--- config.mk ---
export PLATFORM = sky130hd
export DESIGN_NAME = input_selector
export DESIGN_NICKNAME = d
export VERILOG_FILES = /design/src/rtl/input_selector.sv
export SDC_FILE = /design/constraint.sdc
export NUM_CORES = 1
export LEC_CHECK = 0
export CORE_ASPECT_RATIO = 0.8
export CORE_UTILIZATION = 53
export DETAILED_ROUTE_END_ITERATION = 8
export GPL_ROUTABILITY_DRIVEN = 0
export GPL_TIMING_DRIVEN = 0
export PLACE_DENSITY = 0.81
export SKIP_CTS_REPAIR_TIMING = 1
export SLEW_MARGIN = 0
export SYNTH_ARGS = -nofsm -noshare
export SYNTH_HDL_FRONTEND = slang
export SYNTH_SLANG_ARGS = --single-unit
--- constraint.sdc ---
create_clock -name clk -period 4.3 [get_ports clk]
set_clock_uncertainty 0.05 [all_clocks]
set_input_delay 0.645 -clock clk [delete_from_list [all_inputs] [get_ports clk]]
set_output_delay 0.645 -clock clk [all_outputs]
set_load 0.01 [all_outputs]
--- src/rtl/input_selector.sv ---
// rtl/input_selector.sv - bit-addressable input port with per-pin synchronisers, sticky edge flags and irq
module input_selector #(
    parameter int SYNC_STAGES = 2,
    parameter int EDGE_MODE   = 0
) (
    input  logic       clk,
    input  logic       rst,
    input  logic [7:0] pins,
    input  logic       CE,
    input  logic       read,
    input  logic       clearEdge,
    input  logic [2:0] addr,
    output logic       data,
    output logic       dataValid,
    output logic [7:0] edgeFlags,
    output logic       irq
);

    localparam logic [2:0] ARM_MAX = 3'(SYNC_STAGES + 1);

    logic [7:0] sync_q [SYNC_STAGES];
    logic [7:0] sync_out;
    logic [7:0] prev;
    logic [7:0] detect;
    logic [7:0] next_flags;
    logic [2:0] arm_cnt;
    logic       armed;

    assign sync_out = sync_q[SYNC_STAGES-1];
    assign armed    = (arm_cnt == ARM_MAX);

    // Clear is applied first so a coincident detect on the same bit wins.
    always_comb begin
        if (EDGE_MODE == 0) begin
            detect = sync_out & ~prev;
        end else if (EDGE_MODE == 1) begin
            detect = ~sync_out & prev;
        end else begin
            detect = sync_out ^ prev;
        end
        next_flags = edgeFlags;
        if (CE && clearEdge) begin
            next_flags[addr] = 1'b0;
        end
        if (armed) begin
            next_flags = next_flags | detect;
        end
    end

    always_ff @(posedge clk) begin
        if (rst) begin
            for (int i = 0; i < SYNC_STAGES; i++) begin
                sync_q[i] <= 8'h00;
            end
            prev      <= 8'h00;
            arm_cnt   <= 3'd0;
            edgeFlags <= 8'h00;
            irq       <= 1'b0;
            data      <= 1'b0;
            dataValid <= 1'b0;
        end else begin
            sync_q[0] <= pins;
            for (int i = 1; i < SYNC_STAGES; i++) begin
                sync_q[i] <= sync_q[i-1];
            end
            prev <= sync_out;
            // Masks detection until the synchronisers hold post-reset pin levels.
            if (!armed) begin
                arm_cnt <= arm_cnt + 3'd1;
            end
            edgeFlags <= next_flags;
            irq       <= |next_flags;
            dataValid <= CE && read;
            if (CE && read) begin
                data <= sync_out[addr];
            end
        end
    end

endmodule
=== After elaboration in Yosys (flattened, before gate mapping) ===
Memories as Yosys holds them, arrays and structs flattened.
Cells that the tools add are included.

* Add/subtract/negate cells: 1
* $lt $le $gt $ge: 2
* Equality and inequality tests: 1
* Mux-type cells: 11
* Bitwise gates (word level): 7
* Reduce and logical (&&, ||, !) cells: 4

{| class="wikitable"
|+ Operators with widths
! cell !! count
|-
| $mux W8 || 4
|-
| $and A8 B8 Y8 || 2
|-
| $not A8 Y8 || 2
|-
| $or A8 B8 Y8 || 1
|-
| $reduce_or A8 Y1 || 1
|-
| $mux W1 || 5
|-
| $lt A3 B4 Y1 const B || 1
|-
| $add A3 B1 Y3 const B || 1
|-
| $bmux W1 S3 || 1
|-
| $demux W1 S3 || 1
|-
| $eq A3 B2 Y1 const B || 1
|-
| $ge A3 B1 Y1 const B || 1
|-
| $logic_and A1 B1 Y1 || 3
|-
| $or A1 B1 Y1 || 2
|}

* Register bits: 22
* RAM bits: 16
* Input port bits: 16
* Output and inout bits: 11
* Word-level logic and storage cells: 33
* Memories: 1

{| class="wikitable"
|+ Memory list
! name !! depth !! width !! rd ports !! clocked after memory_dff !! wr ports !! line !! source
|-
| sync_q || 2 || 8 || 2 || 0 || 2 || 21 || <nowiki>logic [7:0] sync_q [SYNC_STAGES];</nowiki>
|}

=== Logic depth before layout (Yosys ltp) ===
Gate-level depths: netlist of run 1.

* Word-level depth: 10
* Mapped depth: 7
* Gate-level depth less buffers: 6

=== Worst setup path before layout of run 1 ===
No wires, ideal clock.

* Path type: in2reg
* From: input port addr[0]
* To: register irq
* Library setup time: 0.138 ns
* Arrival: 1.451 ns
* Data required time: 4.112 ns
* Path slack: 2.661 ns
* Cell stages on the path: 5
* Path buffers: 1
* Cells stage by stage: buf_2 > nand2b_1 > o2bb2ai_1 > a2111oi_2 > a41oi_1

* Cells in the longest elaborated chain, start to end: 10
* Elaborated cells on any way between the ends: 11
* Classes of those cells: order compare: 2; mux: 4; bitwise: 3; reduce/logical: 2

{| class="wikitable"
|+ RTL lines
! item !! line !! source
|-
| from (decl) || 12 || <nowiki>input logic [2:0] addr,</nowiki>
|-
| $lt A3 B4 Y1 (not written as such) or $ge A3 B1 Y1 (tied branches) || 43 || <nowiki>next_flags[addr] = 1'b0;</nowiki>
|-
| $logic_and A1 B1 Y1 (not written as such) || 43 ||
|-
| $mux W1 (not written as such) || 43 ||
|-
| $demux W1 S3 (*) || 43 ||
|-
| $not A8 Y8 (no source line) (*) || n/a ||
|-
| $and A8 B8 Y8 (no source line) (*) || n/a ||
|-
| $mux W8 (*) || 42 || <nowiki>if (CE && clearEdge) begin</nowiki>
|-
| $or A8 B8 Y8 || 46 || <nowiki>next_flags = next_flags | detect;</nowiki>
|-
| $mux W8 (*) || 45 || <nowiki>if (armed) begin</nowiki>
|-
| $reduce_or A8 Y1 (*) || 72 || <nowiki>irq <= |next_flags;</nowiki>
|-
| to (signal assigned) || 72 ||
|-
| to (decl) || 16 || <nowiki>output logic irq</nowiki>
|}

Every way passes the cells marked *; elsewhere a longest branch is shown, timed or not.
A chain may end at the register's enable or synchronous reset.

=== Worst setup path in the final report of run 1 ===
* From: register edgeFlags[3]
* To: output port edgeFlags[3]

{| class="wikitable"
|+ RTL lines
! item !! line !! source
|-
| from (decl) || 15 || <nowiki>output logic [7:0] edgeFlags,</nowiki>
|-
| from (signal assigned) || 71 || <nowiki>edgeFlags <= next_flags;</nowiki>
|}

No word-level cell between the ends.

==> results.py, run 1 <==
metrics = {
    "run_status": {
        "outcome": "completed",
    },
    "finish": {
        "area_delta_synth_final_pct": 28.56,
        "final_util_pct": 72.51,
        "layout_common_cells": "dfxtp_1, nor2b_1, clkdlybuf4s50_1",
        "layout.nets": 185,
        "layout_commonest_cell": "dfxtp_1",
        "diodes": 0,
        "final_area_sq_um": 1785,
        "drive_above_1_share_pct": 8.333,
        "filler_cell_count": 193,
    },
    "logic_synthesis": {
        "ys_seq_area_share_pct": 54.77,
        "yosys_warnings": 0,
        "avgSynthCellArea_sq_um": 10.21,
        "syn-num-nets": 154,
        "synthFlopType": "dfxtp_1",
        "syn_inst": 136,
        "synth_edf_count": 0,
        "synth_seq_cells": 38,
        "async_flop_share_pct": 0,
        "synth_area_sq_um": 1389,
        "synth.distinct_cells": 31,
    },
    "clock_tree": {
        "cts_made_buffers": 5,
        "cts_tree": "built",
        "clk_latency_ns": 0.35,
        "root_buffer": "clkbuf_4",
        "clk_pin_slew_ns": 0.10,
        "clk_path_buf_depth": 2,
        "cts_max_level": 2,
        "clock-sinks": 38,
    },
    "power": {
        "clockPowerShare_pct": 39.7,
        "power.density_nw_per_um2": 438.1,
        "p_seq_share_pct": 49.0,
        "p_sw_mw": 0.1637,
        "p_sw_share_pct": 20.92,
        "comb_power_share_pct": 11.3,
        "p_leak_nw": 0.6861,
        "vdd_drop_max_mv": 0.2409,
        "power.internal_mw": 0.6186,
    },
    "die": {
        "io_pins": 27,
        "start_util_pct": 56.40,
        "core_area_sq_um": 2462,
        "die-area_sq_um": 2830,
        "chipHeight_um": 47.79,
        "core.rowCount": 16,
        "die_w_um": 59.23,
    },
    "worst_setup_path": {
        "worst-path-buf-inv": 1,
        "slowest_delay_ns": 0.56,
        "crit_path_cell_trace": "clkdlybuf4s50_1",
        "criticalPathCategory": "reg2out",
        "critPathTopFamily": "buffers and inverters",
        "critPathCaptureType": "primary output",
        "cp_max_fo": 4,
        "cp_data_arrival_time_ns": 1.33,
        "start_kind": "flop",
        "crit_slowest_cell": "clkdlybuf4s50_1",
        "required_ns": 3.61,
    },
    "global_routing": {
        "grt_pass1_wl_mm": 4.140,
        "grt_pass1_vias": 911,
        "grt-ovfl-total": 0,
        "grt_usage_pct": 20.96,
        "antenna_found_initial": 0,
        "grt_max_degree": 13,
    },
    "sta": {
        "tightest_slew_ns": 0.4669,
        "finalSetupViolations": 0,
        "report.final.slew_viol_count": 0,
        "hold_violations": 0,
        "rsz0062_at_grt": "false",
        "finalCritPeriodShare_pct": 46.98,
        "min_period_ns": 2.020,
        "timing.fmax_mhz": 495.0,
        "setup_tns_ns": 0,
        "max-slew-margin-rel_pct": 68.87,
    },
    "run": {
        "maxCapViolations": 0,
    },
    "placement": {
        "dp_hpwl_mm": 1.852,
        "dpl_cell_area_sq_um": 1674,
        "io_buffers": 24,
    },
    "route": {
        "ant_nets": 0,
        "drtIter0Drc": 24,
        "vias_per_cell": 5.118,
        "finalWirelength_mm": 2.517,
        "drc": 0,
        "vias": 1044,
        "wl_per_cell_um": 12.34,
        "drt_pass1_iterations": 4,
    },
    "min_path": {
        "min_path_type": "reg2reg",
    },
}
## cells by family after synthesis
kind of cell	Yosys count	share of synthesized area (%)
AOI/OAI and AO/OA	23	11.71
DFF	38	54.77
xor gates and xnor gates	1	0.6307
buffers and inverters	11	3.153
and+or+nand+nor	56	22.25
adders and majority gates	2	1.802
muxes	5	5.676
## final cells by class
cell class                      instances  area [sq um]  share of cell area [%]
Clock inverter                          2         60.06                   3.364
Tap cell                               36         45.04                   2.523
Multi-Input combinational cell         87         584.3                   32.73
Clock buffer                            6         51.30                   2.873
Sequential cell                        38         760.7                   42.61
Inverter                                5         18.77                   1.051
Timing Repair Buffer                   24         240.2                   13.45
Buffer                                  6         25.02                   1.402
## power groups by stage
stage | sequential (mW) | clock [mW] | combinational (mW)
after floorplan | 0.392 | 0 | 0.0493
after global placement | 0.390 | 0 | 0.0854
after detailed placement | 0.391 | 0 | 0.0883
after CTS | 0.383 | 0.317 | 0.0892
after global routing | 0.386 | 0.336 | 0.0991
final | 0.383 | 0.310 | 0.0886
## sequential cells by signal, indices dropped and copies added (netlist names)
signal     count
data           1
prev           8
sync_q        16
arm_cnt        3
dataValid      1
edgeFlags      8
irq            1
## metal layers
layer | GRT usage [%] | vias up | routed length, um
met5 | 0 | - | 0
met4 | 8.571 | 0 | 31
met3 | 8.649 | 7 | 187
met2 | 35.06 | 42 | 1184
met1 | 24.41 | 471 | 1113
li1 | - | 524 | -
## cells in the mapped netlist, types with 2 or more instances
cell	number	area share [%]
clkbuf_1	4	1.1
nor2_1	11	3.0
mux2i_1	3	2.2
nor2b_1	28	13
o21ai_0	5	1.8
buf_2	2	0.72
a22oi_1	2	1.1
ha_1	2	1.8
inv_1	5	1.4
dfxtp_1	38	55
nand2_1	10	2.7
a21oi_1	7	2.5
## through the flow
step,instances,total power [mW],setup slack [ns],hold WS (ns)
floorplan,136,0.4411,2.661,0.3638
global placement,196,0.4757,1.991,0.3671
detailed placement,196,0.4798,1.963,0.3731
CTS,204,0.7896,2.271,0.3991
global route,204,0.8207,2.216,0.4136
finish,204,0.7822,2.280,0.3956
## worst paths after layout
check                               start                        to  slack [ns]  depth (start not counted)
hold / removal    sync_q[0][2]$_SDFF_PP0_  sync_q[0][10]$_SDFF_PP0_        0.40                          1
hold reg to reg   sync_q[0][2]$_SDFF_PP0_  sync_q[0][10]$_SDFF_PP0_        0.40                          1
setup / recovery  edgeFlags[3]$_SDFF_PP0_              edgeFlags[3]        2.28                          1
setup reg to reg  arm_cnt[0]$_SDFFE_PP0P_            irq$_SDFF_PP0_        2.65                          7
Power figures use the tool's default switching activity.
==> inputs of run 2 (changes only) <==
- CORE_UTILIZATION: 53 -> 49
- PLACE_DENSITY: 0.81 -> 0.76
- clock period: 4.3 -> 2.1 ns (I/O delays scaled with it)
==> run 2 against run 1 <==
  * Die area rose by 7.9%
  * Worst hold slack got worse by 0.092 ns
  * Routed wire length fell by 0.60%
  * Critical endpoint unchanged
  * Critical path type unchanged
  * Clock power rose by 29%
  * Cell count is the same
  * Power rose by 75%
  * First-iteration DRC count grew to 3.7 times the previous value
==> results.py, run 2 (synthesized netlist as in run 1, its figures left out) <==
metrics = {
    "run_status": {
        "outcome": "completed",
    },
    "finish": {
        "layout_commonest_cell": "dfxtp_1",
        "largest_register_ffs": 16,
        "layout.nets": 185,
        "diodes": 0,
        "drive_above_1_share_pct": 8.333,
        "filler_cell_count": 218,
        "top_regs": "sync_q (16), edgeFlags (8), prev (8)",
        "area_delta_synth_final_pct": 25.14,
        "regMostFlops": "sync_q",
        "layout_common_cells": "dfxtp_1, nor2b_1, clkdlybuf4s50_1",
    },
    "min_path": {
        "min_path_type": "in2reg",
        "min_path_cells": 2,
    },
    "global_routing": {
        "antenna_found_initial": 0,
        "grt_pass1_wl_mm": 4.195,
        "grt_pass1_vias": 973,
        "grt_max_degree": 13,
        "grt_usage_pct": 19.41,
        "grt-ovfl-total": 0,
    },
    "sta": {
        "tightest_slew_ns": 0.4681,
        "finalCritPeriodShare_pct": 80.65,
        "timing.final.ws_setup_ns": 0.4065,
        "max-slew-margin-rel_pct": 68.79,
        "hold_violations": 0,
        "min_period_ns": 1.694,
        "setup_tns_ns": 0,
        "rsz0062_at_grt": "false",
        "finalSetupViolations": 0,
        "timing.fmax_mhz": 590.5,
        "report.final.slew_viol_count": 0,
    },
    "clock_tree": {
        "clock-sinks": 38,
        "cts_tree": "built",
        "clk_pin_slew_ns": 0.11,
        "clk_latency_ns": 0.35,
        "root_buffer": "clkbuf_4",
        "clk_path_buf_depth": 2,
        "cts_max_level": 2,
        "cts_made_buffers": 5,
    },
    "worst_setup_path": {
        "cp_data_arrival_time_ns": 1.33,
        "criticalPathCategory": "reg2out",
        "required_ns": 1.74,
        "cp.depth": 1,
        "start_kind": "flop",
        "slowest_delay_ns": 0.56,
        "worst-path-buf-inv": 1,
        "cp_max_fo": 4,
        "critPathTopFamily": "buffers and inverters",
        "worstRegToRegCells": 6,
        "critPathCaptureType": "primary output",
        "crit_slowest_cell": "clkdlybuf4s50_1",
        "crit_path_cell_trace": "clkdlybuf4s50_1",
    },
    "route": {
        "drtIter0Drc": 88,
        "ant_nets": 0,
        "vias": 1048,
        "drc": 0,
        "vias_per_cell": 5.137,
        "drt_pass1_iterations": 4,
        "wl_per_cell_um": 12.26,
        "finalWirelength_mm": 2.502,
    },
    "power": {
        "power.internal_mw": 1.024,
        "vdd_drop_max_mv": 0.4684,
        "p_sw_mw": 0.3433,
        "p_leak_nw": 0.6619,
        "comb_power_share_pct": 13.2,
        "p_seq_share_pct": 57.5,
        "p_sw_share_pct": 25.11,
        "clockPowerShare_pct": 29.3,
        "power.density_nw_per_um2": 786.6,
    },
    "die": {
        "die_w_um": 61.52,
        "chipHeight_um": 49.62,
        "die-area_sq_um": 3053,
        "core.rowCount": 16,
        "io_pins": 27,
        "core_area_sq_um": 2562,
        "start_util_pct": 54.20,
    },
    "placement": {
        "io_buffers": 24,
        "dpl_worst_slack_ns": 0.06192,
        "dp_hpwl_mm": 1.827,
    },
    "run": {
        "maxCapViolations": 0,
    },
}
## run 2: cell count changes in the layout (fill, tap and decap cells not counted)
cell	before	now
bufinv_16	2	0
clkinvlp_4	0	1
clkinv_2	0	1
## run 2: through the flow
step / hold slack (ns) / utilization [%] / area, sq um / total power, mW / instances
floorplan: 0.3638 / - / 1389 / 0.9032 / 136
global placement: 0.3683 / 65.33 / 1674 / 0.9745 / 196
detailed placement: 0.3769 / 65.33 / 1674 / 0.9834 / 196
CTS: 0.3043 / 67.82 / 1738 / 1.370 / 204
global route: 0.3186 / 67.82 / 1738 / 1.444 / 204
finish: 0.3036 / 67.82 / 1738 / 1.367 / 204
## run 2: path summary, 6_finish.rpt
check                           slack [ns]                        to               startpoint
worst max-delay path                  0.41              edgeFlags[3]  edgeFlags[3]$_SDFF_PP0_
worst min-delay path                  0.30        prev[2]$_SDFF_PP0_                      rst
worst max register to register        0.45            irq$_SDFF_PP0_  arm_cnt[0]$_SDFFE_PP0P_
worst min register to register        0.40  sync_q[0][13]$_SDFF_PP0_  sync_q[0][5]$_SDFF_PP0_
## run 2: power groups by stage
stage	sequential [mW]	combinational (mW)	clock, mW
floorplan	0.802	0.101	0
global placement	0.799	0.176	0
detailed placement	0.802	0.181	0
CTS	0.785	0.182	0.403
global route	0.791	0.202	0.450
finish	0.786	0.181	0.401
## run 2: worst register-to-register path: stages (launching register included)
cell and delay (ns):
dfxtp_1 0.34, ha_1 0.20, ha_1 0.22, nand2_1 0.07, o2bb2ai_1 0.09, a2111oi_2 0.38
a41oi_1 0.16
## run 2: layout make-up
type	count	area, sq um	share of cell area (%)
flip-flops and latches	38	760.7	43.77
multi-input cells	87	584.3	33.62
repair buffers	24	240.2	13.82
clock buffers	6	51.30	2.952
well taps	36	45.04	2.592
plain buffers	6	25.02	1.440
inverters	5	18.77	1.080
clock inverters	2	12.51	0.7199
## run 2: layer usage
layer | part of all wire (%) | up-vias | GRT usage (%)
met5 | 0 | - | 0
met4 | 2.5 | 0 | 11.85
met3 | 7.0 | 8 | 6.562
met2 | 43 | 41 | 29.57
met1 | 47 | 474 | 23.09
li1 | - | 525 | -
==> inputs of run 3 (changes only) <==
- CORE_UTILIZATION: 49 -> 45
- PLACE_DENSITY: 0.76 -> 0.74
- clock period: 2.1 -> 1.4 ns (I/O delays scaled with it)
==> run 3 against run 2 <==
  * The flow now finishes with violations (setup timing)
  * Sequential power increased by 50%
  * Critical path depth up 3
  * Clock-buffer cell count increased by 1
  * Register-to-register slack got worse by 0.60 ns
  * Flip-flop and latch count did not move
  * Power increased by 63%
  * Clock power rose by 88%
  * Via count about the same
  * First-iteration DRC count fell by 23%
  * Critical path type is now reg2reg
  * Critical endpoint is now irq$_SDFF_PP0_
==> results.py, run 3 (synthesized netlist as in run 1, its figures left out) <==
metrics = {
    "run_status": {
        "outcome": "finished with violations",
        "violations": "setup timing",
    },
    "power": {
        "clockPowerShare_pct": 33.8,
        "p_sw_mw": 0.5237,
        "power.internal_mw": 1.709,
        "vdd_drop_max_mv": 0.6299,
        "p_sw_share_pct": 23.46,
        "comb_power_share_pct": 13.4,
        "p_seq_share_pct": 52.9,
        "p_leak_nw": 0.8891,
        "power.density_nw_per_um2": 1210,
    },
    "sta": {
        "tightest_slew_ns": 0.4843,
        "hold_violations": 0,
        "finalCritPeriodShare_pct": 110.7,
        "max-slew-margin-rel_pct": 67.71,
        "report.final.slew_viol_count": 0,
        "timing.final.ws_setup_ns": -0.1499,
        "setup_tns_ns": -0.1499,
        "timing.fmax_mhz": 645.2,
        "finalSetupViolations": 1,
        "rsz0062_at_grt": "true",
        "min_period_ns": 1.550,
    },
    "worst_setup_path": {
        "critPathCaptureType": "flop",
        "required_ns": 1.50,
        "slowest_delay_ns": 0.46,
        "cp.depth": 4,
        "crit_slowest_cell": "o41a_1",
        "r2r-end": "irq$_SDFF_PP0_",
        "cp-endpoint": "irq$_SDFF_PP0_",
        "r2r_start": "sync_q[0][14]$_SDFF_PP0_",
        "start_kind": "flop",
        "ff2ff_setup_slack_ns": -0.15,
        "crit_path_start": "sync_q[0][14]$_SDFF_PP0_",
        "worst-path-buf-inv": 0,
        "cp_max_fo": 3,
        "worstRegToRegCells": 4,
        "criticalPathCategory": "reg2reg",
        "critPathTopFamily": "compound AO/OA/AOI/OAI gates",
        "crit_path_cell_trace": "nor2b_4 -> o41a_1 -> a2111oi_4 -> a41oi_1",
        "cp_data_arrival_time_ns": 1.65,
    },
    "global_routing": {
        "grt_usage_pct": 17.60,
        "grt_pass1_wl_mm": 4.126,
        "grt_pass1_vias": 941,
        "antenna_found_initial": 0,
        "grt_max_degree": 12,
        "grt-ovfl-total": 0,
    },
    "die": {
        "core.rowCount": 17,
        "core_area_sq_um": 2850,
        "die-area_sq_um": 3314,
        "chipHeight_um": 51.69,
        "die_w_um": 64.11,
        "io_pins": 27,
        "start_util_pct": 48.73,
    },
    "finish": {
        "top_regs": "sync_q (16), edgeFlags (8), prev (8)",
        "diodes": 0,
        "regMostFlops": "sync_q",
        "largest_register_ffs": 16,
        "final_area_sq_um": 1844,
        "layout_common_cells": "dfxtp_1, nor2b_1, clkdlybuf4s50_1, dlymetal6s2s_1, nor2_1",
        "drive_above_1_share_pct": 11.90,
        "layout_commonest_cell": "dfxtp_1",
        "layout.nets": 185,
        "filler_cell_count": 236,
        "area_delta_synth_final_pct": 32.79,
    },
    "clock_tree": {
        "clock-sinks": 38,
        "cts_tree": "built",
        "clk_pin_slew_ns": 0.07,
        "cts_max_level": 2,
        "clk_path_buf_depth": 2,
        "clk_latency_ns": 0.28,
        "root_buffer": "clkbuf_8",
        "cts_made_buffers": 5,
    },
    "route": {
        "wl_per_cell_um": 12.63,
        "drtIter0Drc": 68,
        "vias_per_cell": 5.092,
        "vias": 1049,
        "drc": 0,
        "ant_nets": 0,
        "drt_pass1_iterations": 4,
        "finalWirelength_mm": 2.602,
    },
    "placement": {
        "io_buffers": 24,
        "dpl_cell_area_sq_um": 1679,
        "dp_hpwl_mm": 1.789,
    },
    "run": {
        "maxCapViolations": 0,
    },
    "min_path": {
        "min_path_cells": 2,
        "min_path_type": "in2reg",
    },
}
-- run 3: cell types whose count changed in the layout (fill, tap and decap cells not counted), moves of 2 or more --
cell	delta
clkdlybuf4s50_1	-12
dlymetal6s2s_1	+12
dfxtp_1	-3
ha_1	-2
clkbuf_4	-5
clkbuf_8	+5
dfxtp_2	+3
-- run 3: worst min path at each step --
stage,from,to
after global placement,sync_q[0][1]$_SDFF_PP0_,sync_q[0][9]$_SDFF_PP0_
after floorplan,read,data$_SDFFE_PP0P_
after CTS,rst,prev[5]$_SDFF_PP0_
final,rst,prev[5]$_SDFF_PP0_
after detailed placement,sync_q[0][3]$_SDFF_PP0_,sync_q[0][11]$_SDFF_PP0_
after global routing,rst,prev[5]$_SDFF_PP0_
-- run 3: worst register-to-register path: cells and delay by family, from the launching register on --
| kind | cells | cell delay (ns) |
|---|---|---|
| flip-flops | 1 | 0.33 |
| AO/OA/AOI/OAI | 3 | 0.89 |
| AND/OR/NAND/NOR | 1 | 0.14 |
-- run 3: stage by stage --
stage / hold WS, ns / instances / util [%] / setup slack [ns] / power, mW
finish: 0.2425 / 206 / 64.71 / -0.1499 / 2.232
global route: 0.2600 / 206 / 64.71 / -0.2169 / 2.342
CTS: 0.2312 / 206 / 62.12 / -0.2309 / 2.221
detailed placement: 0.3704 / 198 / 58.91 / -0.5084 / 1.475
global placement: 0.3690 / 198 / 58.91 / -0.4913 / 1.464
floorplan: 0.2697 / 136 / - / -0.04299 / 1.356
-- run 3: area by class of cell --
class | count | area [sq um] | share of cell area, %
buffer | 6 | 31.28 | 1.696
clock buffer | 7 | 86.33 | 4.681
clock inverter | 1 | 5.005 | 0.2714
inverter | 5 | 18.77 | 1.018
multi-input combinational | 87 | 620.6 | 33.65
sequential | 38 | 764.5 | 41.45
tap | 38 | 47.55 | 2.578
timing repair buffer | 24 | 270.3 | 14.65
-- run 3: routing by layer --
layer | GRT usage, % | routed length [um]
met3 | 8.991 | 207
met1 | 17.99 | 1197
met4 | 10.00 | 42
met5 | 0 | 0
met2 | 29.43 | 1153
-- run 3: power by group through the flow --
stage,clock [mW],sequential (mW),combinational (mW)
4_1_cts,0.768,1.18,0.275
2_1_floorplan,0,1.20,0.153
6_report,0.754,1.18,0.298
3_3_place_gp,0,1.20,0.266
3_5_place_dp,0,1.20,0.273
5_1_grt,0.825,1.19,0.331
